$ cat config.mk
export PLATFORM = sky130hd
export DESIGN_NAME = l2_responder
export DESIGN_NICKNAME = d
export VERILOG_FILES = /design/src/rtl/my_struct_package.sv /design/src/rtl/latency_counter.sv /design/src/rtl/l2_responder.sv
export SDC_FILE = /design/constraint.sdc
export NUM_CORES = 1
export LEC_CHECK = 0
export CAP_MARGIN = 20
export CORE_UTILIZATION = 40
export CTS_CLUSTER_SIZE = 10
export DETAILED_ROUTE_END_ITERATION = 6
export DONT_BUFFER_PORTS = 1
export PLACE_DENSITY = 0.57
export SYNTH_ARGS = -nofsm -noshare
export SYNTH_HDL_FRONTEND = slang
export SYNTH_HIERARCHICAL = 1
export SYNTH_SLANG_ARGS = --single-unit
export TNS_END_PERCENT = 10
$ cat constraint.sdc
create_clock -name clk -period 4.8 [get_ports clk]
set_clock_uncertainty 0.05 [all_clocks]
set_input_delay 0.96 -clock clk [delete_from_list [all_inputs] [get_ports clk]]
set_output_delay 0.96 -clock clk [all_outputs]
set_load 0.01 [all_outputs]
$ cat src/rtl/my_struct_package.sv
// Shared types for the L2 responder: trace command, cache line,
// bus/snoop/MESI encodings and the responder FSM states.
package my_struct_package;

  localparam int TAG_W  = 12;
  localparam int SET_W  = 14;
  localparam int BYTE_W = 6;
  localparam int LRU_W  = 3;
  localparam int N_W    = 4;
  localparam int CNT_W  = 8;

  typedef enum logic [1:0] {
    MESI_I = 2'd0,
    MESI_S = 2'd1,
    MESI_E = 2'd2,
    MESI_M = 2'd3
  } mesi_t;

  typedef enum logic [2:0] {
    BUS_NONE       = 3'd0,
    BUS_READ       = 3'd1,
    BUS_WRITE      = 3'd2,
    BUS_RWIM       = 3'd3,
    BUS_INVALIDATE = 3'd4
  } bus_op_t;

  typedef enum logic [1:0] {
    SNOOP_HIT   = 2'd0,
    SNOOP_HITM  = 2'd1,
    SNOOP_NOHIT = 2'd2
  } snoop_t;

  typedef enum logic [2:0] {
    ST_IDLE,
    ST_WRITEBACK,
    ST_ISSUE,
    ST_WAIT_MEM,
    ST_RESPOND
  } state_t;

  typedef struct packed {
    logic [N_W-1:0]    n;
    logic [TAG_W-1:0]  tag;
    logic [SET_W-1:0]  set;
    logic [BYTE_W-1:0] byte_sel;
  } command_t;

  typedef struct packed {
    logic [TAG_W-1:0] tag;
    mesi_t            MESI_bits;
    logic [LRU_W-1:0] LRU;
  } cache_line_t;

  function automatic logic [31:0] line_addr(
    input logic [TAG_W-1:0] tag,
    input logic [SET_W-1:0] set
  );
    return {tag, set, {BYTE_W{1'b0}}};
  endfunction

endpackage

$ cat src/rtl/latency_counter.sv
// Down-counter for memory latency: load, decrement, zero flag.
module latency_counter
  import my_struct_package::*;
(
  input  logic             clk,
  input  logic             rst,
  input  logic             load,
  input  logic [CNT_W-1:0] load_val,
  input  logic             dec,
  output logic             zero
);

  logic [CNT_W-1:0] cnt;

  always_ff @(posedge clk) begin
    if (rst) begin
      cnt <= '0;
    end else if (load) begin
      cnt <= load_val;
    end else if (dec && cnt != '0) begin
      cnt <= cnt - 1'b1;
    end
  end

  assign zero = (cnt == '0);

endmodule

$ cat src/rtl/l2_responder.sv
// L2 responder: services L1 misses/upgrades with bus ops,
// memory wait and a registered fill/update response.
module l2_responder
  import my_struct_package::*;
#(
  parameter int unsigned MEM_LATENCY = 4
) (
  input  logic        clk,
  input  logic        rst,
  input  logic        req_valid,
  output logic        req_ready,
  input  command_t    req_cmd,
  input  logic        req_hit,
  input  cache_line_t victim_line,
  output logic        resp_valid,
  output cache_line_t resp_line,
  output logic        bus_op_valid,
  output bus_op_t     bus_op,
  output logic [31:0] bus_addr,
  input  snoop_t      snoop_result,
  output logic        busy
);

  state_t           state;
  logic [N_W-1:0]   n_q;
  logic [TAG_W-1:0] tag_q;
  logic [SET_W-1:0] set_q;
  snoop_t           snoop_q;
  logic             cnt_zero;
  logic             is_fill;
  logic             is_inv;
  logic             is_hit;
  logic             is_evict;
  logic             unused_byte;

  assign req_ready   = (state == ST_IDLE);
  assign busy        = (state != ST_IDLE);
  assign unused_byte = ^req_cmd.byte_sel;

  assign is_fill  = (req_cmd.n <= 4'd2) && !req_hit;
  assign is_inv   = (req_cmd.n == 4'd1) && req_hit &&
                    (victim_line.MESI_bits == MESI_S);
  assign is_hit   = (req_cmd.n <= 4'd2) && req_hit && !is_inv;
  assign is_evict = (req_cmd.n == 4'd3) || (req_cmd.n == 4'd4);

  latency_counter u_cnt (
    .clk      (clk),
    .rst      (rst),
    .load     (state == ST_ISSUE),
    .load_val (CNT_W'(MEM_LATENCY - 1)),
    .dec      (state == ST_WAIT_MEM),
    .zero     (cnt_zero)
  );

  always_ff @(posedge clk) begin
    if (rst) begin
      state        <= ST_IDLE;
      n_q          <= '0;
      tag_q        <= '0;
      set_q        <= '0;
      snoop_q      <= SNOOP_HIT;
      resp_valid   <= 1'b0;
      resp_line    <= '0;
      bus_op_valid <= 1'b0;
      bus_op       <= BUS_NONE;
      bus_addr     <= '0;
    end else begin
      resp_valid   <= 1'b0;
      bus_op_valid <= 1'b0;
      unique case (state)
        ST_IDLE: begin
          if (req_valid) begin
            n_q   <= req_cmd.n;
            tag_q <= req_cmd.tag;
            set_q <= req_cmd.set;
            unique case (1'b1)
              is_fill: begin
                bus_op_valid <= 1'b1;
                if (victim_line.MESI_bits == MESI_M) begin
                  state    <= ST_WRITEBACK;
                  bus_op   <= BUS_WRITE;
                  bus_addr <= line_addr(victim_line.tag,
                                        req_cmd.set);
                end else begin
                  state    <= ST_ISSUE;
                  bus_op   <= (req_cmd.n == 4'd1) ?
                              BUS_RWIM : BUS_READ;
                  bus_addr <= line_addr(req_cmd.tag,
                                        req_cmd.set);
                end
              end
              is_inv: begin
                state        <= ST_ISSUE;
                bus_op_valid <= 1'b1;
                bus_op       <= BUS_INVALIDATE;
                bus_addr     <= line_addr(req_cmd.tag,
                                          req_cmd.set);
              end
              is_hit: begin
                state      <= ST_RESPOND;
                resp_valid <= 1'b1;
                resp_line  <= '{
                  tag:       req_cmd.tag,
                  MESI_bits: (req_cmd.n == 4'd1) ?
                             MESI_M : victim_line.MESI_bits,
                  LRU:       '0
                };
              end
              is_evict: begin
                state      <= ST_RESPOND;
                resp_valid <= 1'b1;
                resp_line  <= '{
                  tag:       victim_line.tag,
                  MESI_bits: MESI_I,
                  LRU:       victim_line.LRU
                };
              end
              default: state <= ST_IDLE;
            endcase
          end
        end
        ST_WRITEBACK: begin
          state        <= ST_ISSUE;
          bus_op_valid <= 1'b1;
          bus_op       <= (n_q == 4'd1) ? BUS_RWIM : BUS_READ;
          bus_addr     <= line_addr(tag_q, set_q);
        end
        ST_ISSUE: begin
          // An upgrade invalidate needs no memory data
          if (bus_op == BUS_INVALIDATE) begin
            state      <= ST_RESPOND;
            resp_valid <= 1'b1;
            resp_line  <= '{tag: tag_q, MESI_bits: MESI_M, LRU: '0};
          end else begin
            state   <= ST_WAIT_MEM;
            snoop_q <= snoop_result;
          end
        end
        ST_WAIT_MEM: begin
          if (cnt_zero) begin
            state      <= ST_RESPOND;
            resp_valid <= 1'b1;
            resp_line  <= '{
              tag:       tag_q,
              MESI_bits: (n_q == 4'd1) ? MESI_M :
                         (snoop_q == SNOOP_NOHIT) ? MESI_E : MESI_S,
              LRU:       '0
            };
          end
        end
        ST_RESPOND: state <= ST_IDLE;
        default:    state <= ST_IDLE;
      endcase
    end
  end

endmodule
==> results.md, run 1 <==
- CTS root buf: clkbuf_16
- Largest net degree at the start of global routing: just under 80
- Antenna Cells: 0
- Iter 0 DRT Violations: approximately 300
- Cell Rows: 38
- Sequential fraction of the synthesis area: about two fifths
- Worst path arrival time: around 3.2 ns
- Wirelength, routed: ~12 mm
- RSZ-0062 raised after global routing: no
- Layout cells sized above 1: roughly 15%
- Yosys warns: 6
- Global route total overflow: 0
- Worst path cell trace: nand2b_1 > a211oi_2 > a211o_1 > mux2i_1
- Avg WL per Cell: around 19 um
- Cts bufs inserted: 9
- Async SR Flop Fraction: 0%
- Status: finished clean
- # Max-Cap Violations: 0
- Design area: approximately 4800 um^2
- Cells after synthesis: roughly 530
- Crit. End Element: flip-flop
- Top FF cell, synth: dfxtp_1
- Syn Area/Cell: 8.600 um^2
- Dpl cells: between 600 and 700
- Nets: 567
- Post-synth EDFFs: 0
- Core area: ~11000 um^2
- Tot GR Track Use: a little over a fifth
- Worst EP required: about 5.0 ns
- Die X: ~110 um
- Number of antenna violations at the first check in global routing: 0
- Drt drc: 0
- Via count: 3802
- Final Hold Vio Count: 0
- Synth cell types: 59
- Commonest non-fill, non-tap cell in the layout: dfxtp_1
- Headroom to the max-slew limit: between 30% and 40%
- Top delay family on crit path: compound AO/OA/AOI/OAI gates
- Fmax: roughly 0.34 GHz
- Worst-Margin Slew: roughly 1.0 ns
- TritonCTS clock tree: done
- Buf+Inv Stages, Crit Path: 0
- Synthesized area: 4549 um^2
- Final setup fails: 0
- Critical setup path kind: flip-flop to flip-flop
- Hpwl dp: between 8 and 9 mm
- Pre-CTS setup slack: approximately 1.8 ns
- Postcts setup bufs: 0
- DP Area: around 4500 um^2
- Non-filler cells, final: 650
- Longest Clk Path Bufs: 2
- Clock transition at the registers of the reported paths: 0.06 ns
- Pins Over Slew Limit: 0
- Drt via density: between 5 and 6
- Hold Buf Count CTS: 0
- Area of the die: 11800 um^2
- Post-route setup slack: 1.847 ns
- Total clock sinks: 91
- Peak supply drop: approximately 210 uV
- Util after Layout: between 40% and 50%
- Slowest CP cell: a211o_1
- Initial DRT Pass Iterations: 4
- # IOs: about 120
- Synth top area cells: dfxtp_1 (40%), nand2_1 (6.9%), a21oi_1 (5.3%), mux2i_1 (4.4%), o221a_2 (3.7%)
- Yosys reg bits: 91
- Sum Neg Setup Slack: 0 ns
- Post-route ant nets: 0
- Leading cell types in the layout, fill and taps excluded: dfxtp_1 (91), nand2_1 (84), a21oi_1 (48), nor2_1 (42), o21ai_0 (30)
- Power Dens Cells: 347.7 nW/um^2
- Top-area cell type share of the netlist area: 40.04%
- Post-cts resize count: 0
- H-tree levels: 3
- Worst-path fanout max: 28
- Die Y: about 110 um
- Initial core utilization: 41.42%
- Final Cycle Share: 61.52%
- Hold WC Path Type: flip-flop to flip-flop
- Yosys top cell by area: dfxtp_1
- # port buffers: 0
- Minimum clock period: approximately 3.0 ns
- Clk Latency, worst-skew pair: 0.35 ns
- Vias in the first global route: between 3k and 4k
- CP Launch Type: flip-flop
- Lkg Pwr: ~1.8 nW
- First-pass GRT wire length: between 15 and 20 mm
- Synthesis-to-layout area growth: 6.188%
- RD Place Congestion: roughly 0.8
- Critical path's largest stage delay: around 0.85 ns
## cells by family after synthesis
group | after synthesis | synth area share [%]
and+or+nand+nor | 179 | 19.11
AOI/OAI and AO/OA | 161 | 25.66
DFF | 91 | 40.04
buffers and inverters | 59 | 6.518
muxes | 32 | 7.371
xor gates and xnor gates | 3 | 0.5777
adders and majority gates | 2 | 0.5500
other | 2 | 0.1651
## cell type report
class                           instances  area (um^2)
Multi-Input combinational cell        391         2477
Clock buffer                           13        270.3
Tap cell                              140        175.2
Fill cell                            1098         6152
Inverter                               11        41.29
Sequential cell                        91         1822
Clock inverter                          2        10.01
Timing Repair Buffer                    2        35.03
## cells in the mapped netlist, types with 9 or more instances
| cell | n |
|---|---|
| nand2_1 | 84 |
| buf_4 | 9 |
| o221a_2 | 15 |
| o21ai_0 | 30 |
| mux2_2 | 12 |
| mux2i_1 | 20 |
| dfxtp_1 | 91 |
| a21oi_1 | 48 |
| nor2_1 | 42 |
| inv_1 | 9 |
| o211ai_1 | 18 |
| a32oi_1 | 12 |
| a31o_2 | 12 |
| clkbuf_1 | 25 |
| nand3_1 | 16 |
## per-layer routing
metal	GRT usage, %	vias to the layer above	wire (um)
met2	32.41	113	5560
met3	6.037	18	943
met4	9.749	0	249
met5	0	-	0
met1	28.19	1825	5574
li1	-	1846	-
## state kept, by name, indices dropped and copies added, names as in the netlist
register      cells
tag_q            12
set_q            14
bus_op_valid      1
n_q               4
state             3
snoop_q           2
bus_op            3
u_cnt/cnt         8
resp_valid        1
bus_addr         26
resp_line        17
## per-stage QoR
| stage | hold slack (ns) | power [W] |
|---|---|---|
| detailed placement | 0.3891 | 0.001012 |
| global placement | 0.3839 | 0.001006 |
| CTS | 0.3980 | 0.001689 |
| finish | 0.4004 | 0.001680 |
| global route | 0.4198 | 0.001746 |
| floorplan | 0.3813 | 0.0009923 |
## worst register-to-register path, delay by kind of cell (launching register included)
family / cells / cell delay, ns
compound gates: 2 / 1.52
simple gates: 1 / 0.57
flops: 1 / 0.43
mux: 1 / 0.29
## final timing paths
path	from	to	slack [ns]	cells past startpoint
worst min register to register	n_q[1]	n_q[1]	0.40	2
worst max-delay path	state[1]	resp_line[9]	1.85	4
worst max register to register	state[1]	resp_line[9]	1.85	4
worst min-delay path	n_q[1]	n_q[1]	0.40	2
## where the power goes
group / total, W / internal [W] / switching (W)
clock: 0.000680 / 0.000389 / 0.000291
sequential: 0.000825 / 0.000792 / 0.0000328
combinational: 0.000175 / 0.0000727 / 0.000102
total: 0.00168 / 0.00125 / 0.000426
Note: power is estimated with default switching activity, not from simulation.
==> run 2, diff against run 1 <==
- clock period: 4.8 -> 2.9 ns (I/O delays scaled with it)
==> results.md, run 2 (same netlist as run 1, synthesis figures left out) <==
- Status: finished clean
- Initial DRT Pass Iterations: 5 (+1)
- Dpl cells: 646 (+1.9%)
- Die X: 108.6 um (unchanged)
- Util after Layout: 45.43% (+1.4 points)
- Postcts setup bufs: 0 (unchanged)
- Internal Power: 0.002412 W (+92%)
- Final Cycle Share: 83.83% (+22 points)
- Hold WC Path Type: input port to flip-flop
- Total clock sinks: 91 (unchanged)
- Tot GR Track Use: 21.18% (-0.23 points)
- Critical path's largest stage delay: 0.59 ns (-0.26 ns)
- Hpwl dp: 8.209 mm (+1.9%)
- Global route total overflow: 0 (unchanged)
- # Max-Cap Violations: 0 (unchanged)
- Clock transition at the registers of the reported paths: 0.06 ns (about the same)
- Pre-CTS setup slack: 0.4818 ns (-1.307 ns)
- Minimum clock period: 2.431 ns (-0.5216 ns)
- Wirelength, routed: 12.25 mm (-0.62%)
- Crit path from: u_cnt/cnt[2]
- Reg2Reg Setup Slack: 0.47 ns (-1.38 ns)
- Final Hold Vio Count: 0 (unchanged)
- H-tree levels: 3 (unchanged)
- Longest Clk Path Bufs: 2 (unchanged)
- # IOs: 115 (unchanged)
- Post-cts resize count: 0 (unchanged)
- Worst EP required: 3.07 ns (-1.95 ns)
- Power Dens Cells: 627.5 nW/um^2 (+80%)
- Leading cell types in the layout, fill and taps excluded: dfxtp_1 (91), nand2_1 (84), a21oi_1 (48), nor2_1 (42), o21ai_0 (30)
- Worst path arrival time: 2.60 ns (-0.57 ns)
- Fmax: 0.4113 GHz (+21%)
- Reg2reg end: resp_line[0]
- Min Hold Slack: 0.2459 ns (-0.1545 ns)
- Reg2Reg Depth: 7 (+3)
- Peak supply drop: 373.1 uV (+82%)
- Nets: 578 (+1.9%)
- Seq pwr share: 43.6% (-5.5 points)
- Post-route setup slack: 0.4688 ns (-1.378 ns)
- Post-route ant nets: 0 (unchanged)
- Sw power: 0.0007196 W (+69%)
- Logic pwr share: 9.4% (-1.0 points)
- Slowest CP cell: or4_4
- Drt drc: 0 (unchanged)
- Iter 0 DRT Violations: 263 (-12%)
- Crit path to: resp_line[0]
- Layout cells sized above 1: 17.43% (+1.9 points)
- Max reg flops: 26 (unchanged)
- Worst-Margin Slew: 0.7566 ns (-0.2655 ns)
- Die Y: 108.6 um (unchanged)
- Regs by FF count: bus_addr x26, resp_line x17, set_q x14
- Headroom to the max-slew limit: 49.56% (+18 points)
- Vias in the first global route: 3536 (-0.90%)
- Antenna Cells: 0 (unchanged)
- # port buffers: 0 (unchanged)
- Sum Neg Setup Slack: 0 ns (unchanged)
- Worst path cell trace: or4_4 > nor4_1 > nand2_1 > a21o_1 > a211o_1 > buf_4 > mux2i_1
- Fillers: 1076 (-2.0%)
- Number of antenna violations at the first check in global routing: 0 (unchanged)
- Cts bufs inserted: 9 (unchanged)
- Biggest register: bus_addr
- Largest net degree at the start of global routing: 77 (unchanged)
- Clock Power Share: 47.0% (+6.5 points)
- TritonCTS clock tree: done
- Switching Fraction: 22.98% (-2.4 points)
- Via count: 3849 (+1.2%)
- Hold Buf Count CTS: 0 (unchanged)
- Final setup fails: 0 (unchanged)
- RSZ-0062 raised after global routing: no
- First-pass GRT wire length: 18.98 mm (-1.2%)
- Worst-path fanout max: 19 (-32%)
- Critical setup path kind: flip-flop to flip-flop
- Top delay family on crit path: simple AND/OR/NAND/NOR gates
- Clk Latency, worst-skew pair: 0.35 ns (about the same)
- Reg area: 1822 um^2 (unchanged)
- Multi-input gate area: 2477 um^2 (unchanged)
- Synthesis-to-layout area growth: 9.681%
- Non-filler cells, final: 662 (+1.8%)
- Avg WL per Cell: 18.51 um (-2.4%)
- WP depth: 7 (+3)
- Core area: 10980 um^2 (unchanged)
- CP Launch Type: flip-flop
- Pins Over Slew Limit: 0 (unchanged)
- Lkg Pwr: 1.911 nW (+4.8%)
- Initial core utilization: 41.42% (unchanged)
- Worst r2r src: u_cnt/cnt[2]
- Cell Rows: 38 (unchanged)
- Area of the die: 11800 um^2 (unchanged)
- Crit. End Element: flip-flop
- CTS root buf: clkbuf_16
- Buf+Inv Stages, Crit Path: 1 (+1)
- Drt via density: 5.814 (-0.60%)
- RD Place Congestion: 0.7925 (-1.8%)
- Commonest non-fill, non-tap cell in the layout: dfxtp_1
==> run 2: cell types whose count changed in the layout (fill, tap and decap cells not counted), sizes merged <==
cell	change
buf	+11
bufinv	+4
clkinv	-2
clkbuf	-1
==> run 2: cell type report <==
type,instances,area share [%]
multi-input combinational,391,49.65
sequential,91,36.51
clock buffer,12,5.140
tap,140,3.511
clock inverter,4,2.407
timing repair buffer,13,1.956
inverter,11,0.8275
==> run 2: power groups by stage <==
stage / Clock [W] / Combinational (W) / Sequential, W
floorplan: 0 / 0.000263 / 0.00138
global placement: 0 / 0.000286 / 0.00139
detailed placement: 0 / 0.000293 / 0.00139
CTS: 0.00150 / 0.000294 / 0.00137
global route: 0.00155 / 0.000327 / 0.00137
finish: 0.00147 / 0.000293 / 0.00137
==> run 2: per-stage QoR <==
| step | instance area, um^2 | total power, W |
|---|---|---|
| 5_1_grt | 4990 | 0.003250 |
| 3_5_place_dp | 4613 | 0.001687 |
| 6_report | 4990 | 0.003131 |
| 4_1_cts | 4990 | 0.003161 |
| 2_1_floorplan | 4594 | 0.001642 |
| 3_3_place_gp | 4613 | 0.001678 |
==> run 2: worst reg2reg max path, stage by stage (launching register included) <==
cell and delay, ns:
dfxtp_1 0.35, or4_4 0.59, nor4_1 0.41, nand2_1 0.11, a21o_1 0.17, a211o_1 0.22, buf_4 0.24, mux2i_1 0.17
==> run 2: per-layer routing <==
layer	track usage, %	wire length, um	share of wire (%)
met5	0	0	0
met3	6.396	993	8.1
met2	30.88	5552	45
met1	29.33	5552	45
met4	7.722	153	1.2
==> run 2: how the worst min path moves through the flow <==
stage | cells after the start | startpoint | to
after floorplan | 2 | n_q[3] | n_q[3]
after global placement | 2 | n_q[2] | n_q[2]
after detailed placement | 2 | n_q[2] | n_q[2]
after CTS | 1 | rst | resp_valid
after global routing | 1 | rst | resp_valid
final | 1 | rst | resp_valid
==> run 3, diff against run 2 <==
- clock period: 2.9 -> 2.26 ns (I/O delays scaled with it)
==> results.md, run 3 (same netlist as run 1, synthesis figures left out) <==
- Status: finished clean
- Fillers: 1084 (+0.74%)
- Lkg Pwr: 1.964 nW (+2.7%)
- Crit path to: resp_valid
- Reg2reg end: resp_valid
- Via count: 3821 (-0.73%)
- Pins Over Slew Limit: 0 (unchanged)
- Die X: 108.6 um (unchanged)
- Clk Latency, worst-skew pair: 0.35 ns (about the same)
- H-tree levels: 3 (unchanged)
- CP Launch Type: flip-flop
- WL met3: 1.025 mm (+3.2%)
- Layout cells sized above 1: 20.11% (+2.7 points)
- TritonCTS clock tree: done
- Crit. End Element: flip-flop
- Drt via density: 5.644 (-2.9%)
- Global route total overflow: 0 (unchanged)
- Clock transition at the registers of the reported paths: 0.06 ns (about the same)
- Tot GR Track Use: 21.51% (+0.33 points)
- Nets: 593 (+2.6%)
- Reg2Reg Depth: 8 (+1)
- Minimum clock period: 2.164 ns (-0.2670 ns)
- Core area: 10980 um^2 (unchanged)
- Min Hold Slack: 0.1158 ns (-0.1302 ns)
- Crit path from: u_cnt/cnt[3]
- Hold WC Path Type: input port to flip-flop
- Final Cycle Share: 95.76% (+12 points)
- Wirelength, routed: 12.41 mm (+1.3%)
- Worst r2r src: u_cnt/cnt[3]
- Initial core utilization: 41.42% (unchanged)
- Top sig layer: met4
- Iter 0 DRT Violations: 207 (-21%)
- Hold Path Depth: 1 (unchanged)
- Post-route ant nets: 0 (unchanged)
- Cell Rows: 38 (unchanged)
- Number of antenna violations at the first check in global routing: 0 (unchanged)
- Headroom to the max-slew limit: 55.14% (+5.6 points)
- Fmax: 0.4621 GHz (+12%)
- Worst path arrival time: 2.39 ns (-0.21 ns)
- # IOs: 115 (unchanged)
- Drt drc: 0 (unchanged)
- Final Hold Vio Count: 0 (unchanged)
- Worst-path fanout max: 19 (unchanged)
- First-pass GRT wire length: 19.12 mm (+0.76%)
- Hold Buf Count CTS: 0 (unchanged)
- Power Dens Cells: 744.9 nW/um^2 (+19%)
- Regs by FF count: bus_addr x26, resp_line x17, set_q x14
- Peak supply drop: 420.1 uV (+13%)
- Synthesis-to-layout area growth: 11.47%
- Post-Route M1 WL: 5.711 mm (+2.9%)
- RD Place Congestion: 0.7942 (+0.21%)
- Largest net degree at the start of global routing: 77 (unchanged)
- # port buffers: 0 (unchanged)
- Max reg flops: 26 (unchanged)
- Met2 WL: 5.453 mm (-1.8%)
- Longest Clk Path Bufs: 2 (unchanged)
- Hpwl dp: 8.384 mm (+2.1%)
- Leading cell types in the layout, fill and taps excluded: dfxtp_1 (91), nand2_1 (84), a21oi_1 (48), nor2_1 (42), o21ai_0 (30)
- Antenna Cells: 0 (unchanged)
- Vias in the first global route: 3647 (+3.1%)
- Worst EP required: 2.48 ns (-0.59 ns)
- Reg2Reg Setup Slack: 0.1 ns (-0.37 ns)
- Non-filler cells, final: 677 (+2.3%)
- Worst-Margin Slew: 0.6721 ns (-0.08454 ns)
- CTS root buf: clkbuf_16
- Die Y: 108.6 um (unchanged)
- Area of the die: 11800 um^2 (unchanged)
- Final setup fails: 0 (unchanged)
- Commonest non-fill, non-tap cell in the layout: dfxtp_1
- Critical setup path kind: flip-flop to flip-flop
- Avg WL per Cell: 18.32 um (-0.98%)
- Cts bufs inserted: 9 (unchanged)
- Total clock sinks: 91 (unchanged)
- Biggest register: bus_addr
- Dpl cells: 660 (+2.2%)
- # Max-Cap Violations: 0 (unchanged)
- Initial DRT Pass Iterations: 4 (-1)
run 3: area by class of cell:
cell class | count | area (um^2) | area share (%)
Multi-Input combinational cell | 391 | 2492 | 49.15
Clock inverter | 7 | 92.59 | 1.826
Sequential cell | 91 | 1822 | 35.92
Tap cell | 140 | 175.2 | 3.454
Inverter | 11 | 41.29 | 0.8142
Clock buffer | 9 | 225.2 | 4.441
Timing Repair Buffer | 28 | 222.7 | 4.392
run 3: critical path, cell delays in order (launching register included):
cell and delay (ns):
dfxtp_1 0.34, or4_4 0.54, nor4_4 0.17, buf_4 0.16
nand2_1 0.05, a21o_1 0.16, a211o_1 0.26, buf_12 0.18
a211oi_2 0.18
run 3: through the flow:
stage	TNS (ns)	power (W)	setup WS, ns	area, um^2	util (%)
after floorplan	0	0.002107	0.01697	4594	-
after global placement	0	0.002175	0.01441	4731	43.07
after detailed placement	0	0.002187	0.03696	4731	43.07
after CTS	0	0.003814	0.01133	5049	45.97
after global routing	-0.004478	0.003933	-0.004478	5071	46.17
final	0	0.003777	0.09584	5071	46.17
run 3: power by group:
| part | leakage (nW) | total (W) | switching, W | internal [W] |
|---|---|---|---|---|
| Combinational | 1.07 | 0.000410 | 0.000224 | 0.000185 |
| Sequential | 0.741 | 0.00175 | 0.0000696 | 0.00168 |
| Clock | 0.147 | 0.00162 | 0.000652 | 0.000964 |
| Total | 1.96 | 0.00378 | 0.000946 | 0.00283 |
run 3: timing repair:
item                       CTS  global route
gates resized for setup      0             2
setup buffers                0             1
setup endpoints to repair    0            19
run 3: worst min-delay path by stage:
stage / start / endpoint / slack [ns]
2_1_floorplan: n_q[3] / n_q[3] / 0.38
3_3_place_gp: n_q[3] / n_q[3] / 0.38
3_5_place_dp: set_q[6] / set_q[6] / 0.39
4_1_cts: rst / state[2] / 0.11
5_1_grt: rst / resp_valid / 0.10
6_report: rst / state[2] / 0.12
run 3: layer usage:
metal / vias up / GRT usage (%)
met5: - / 0
met4: 0 / 8.301
met3: 16 / 8.308
met2: 106 / 31.37
met1: 1801 / 28.48
li1: 1898 / -
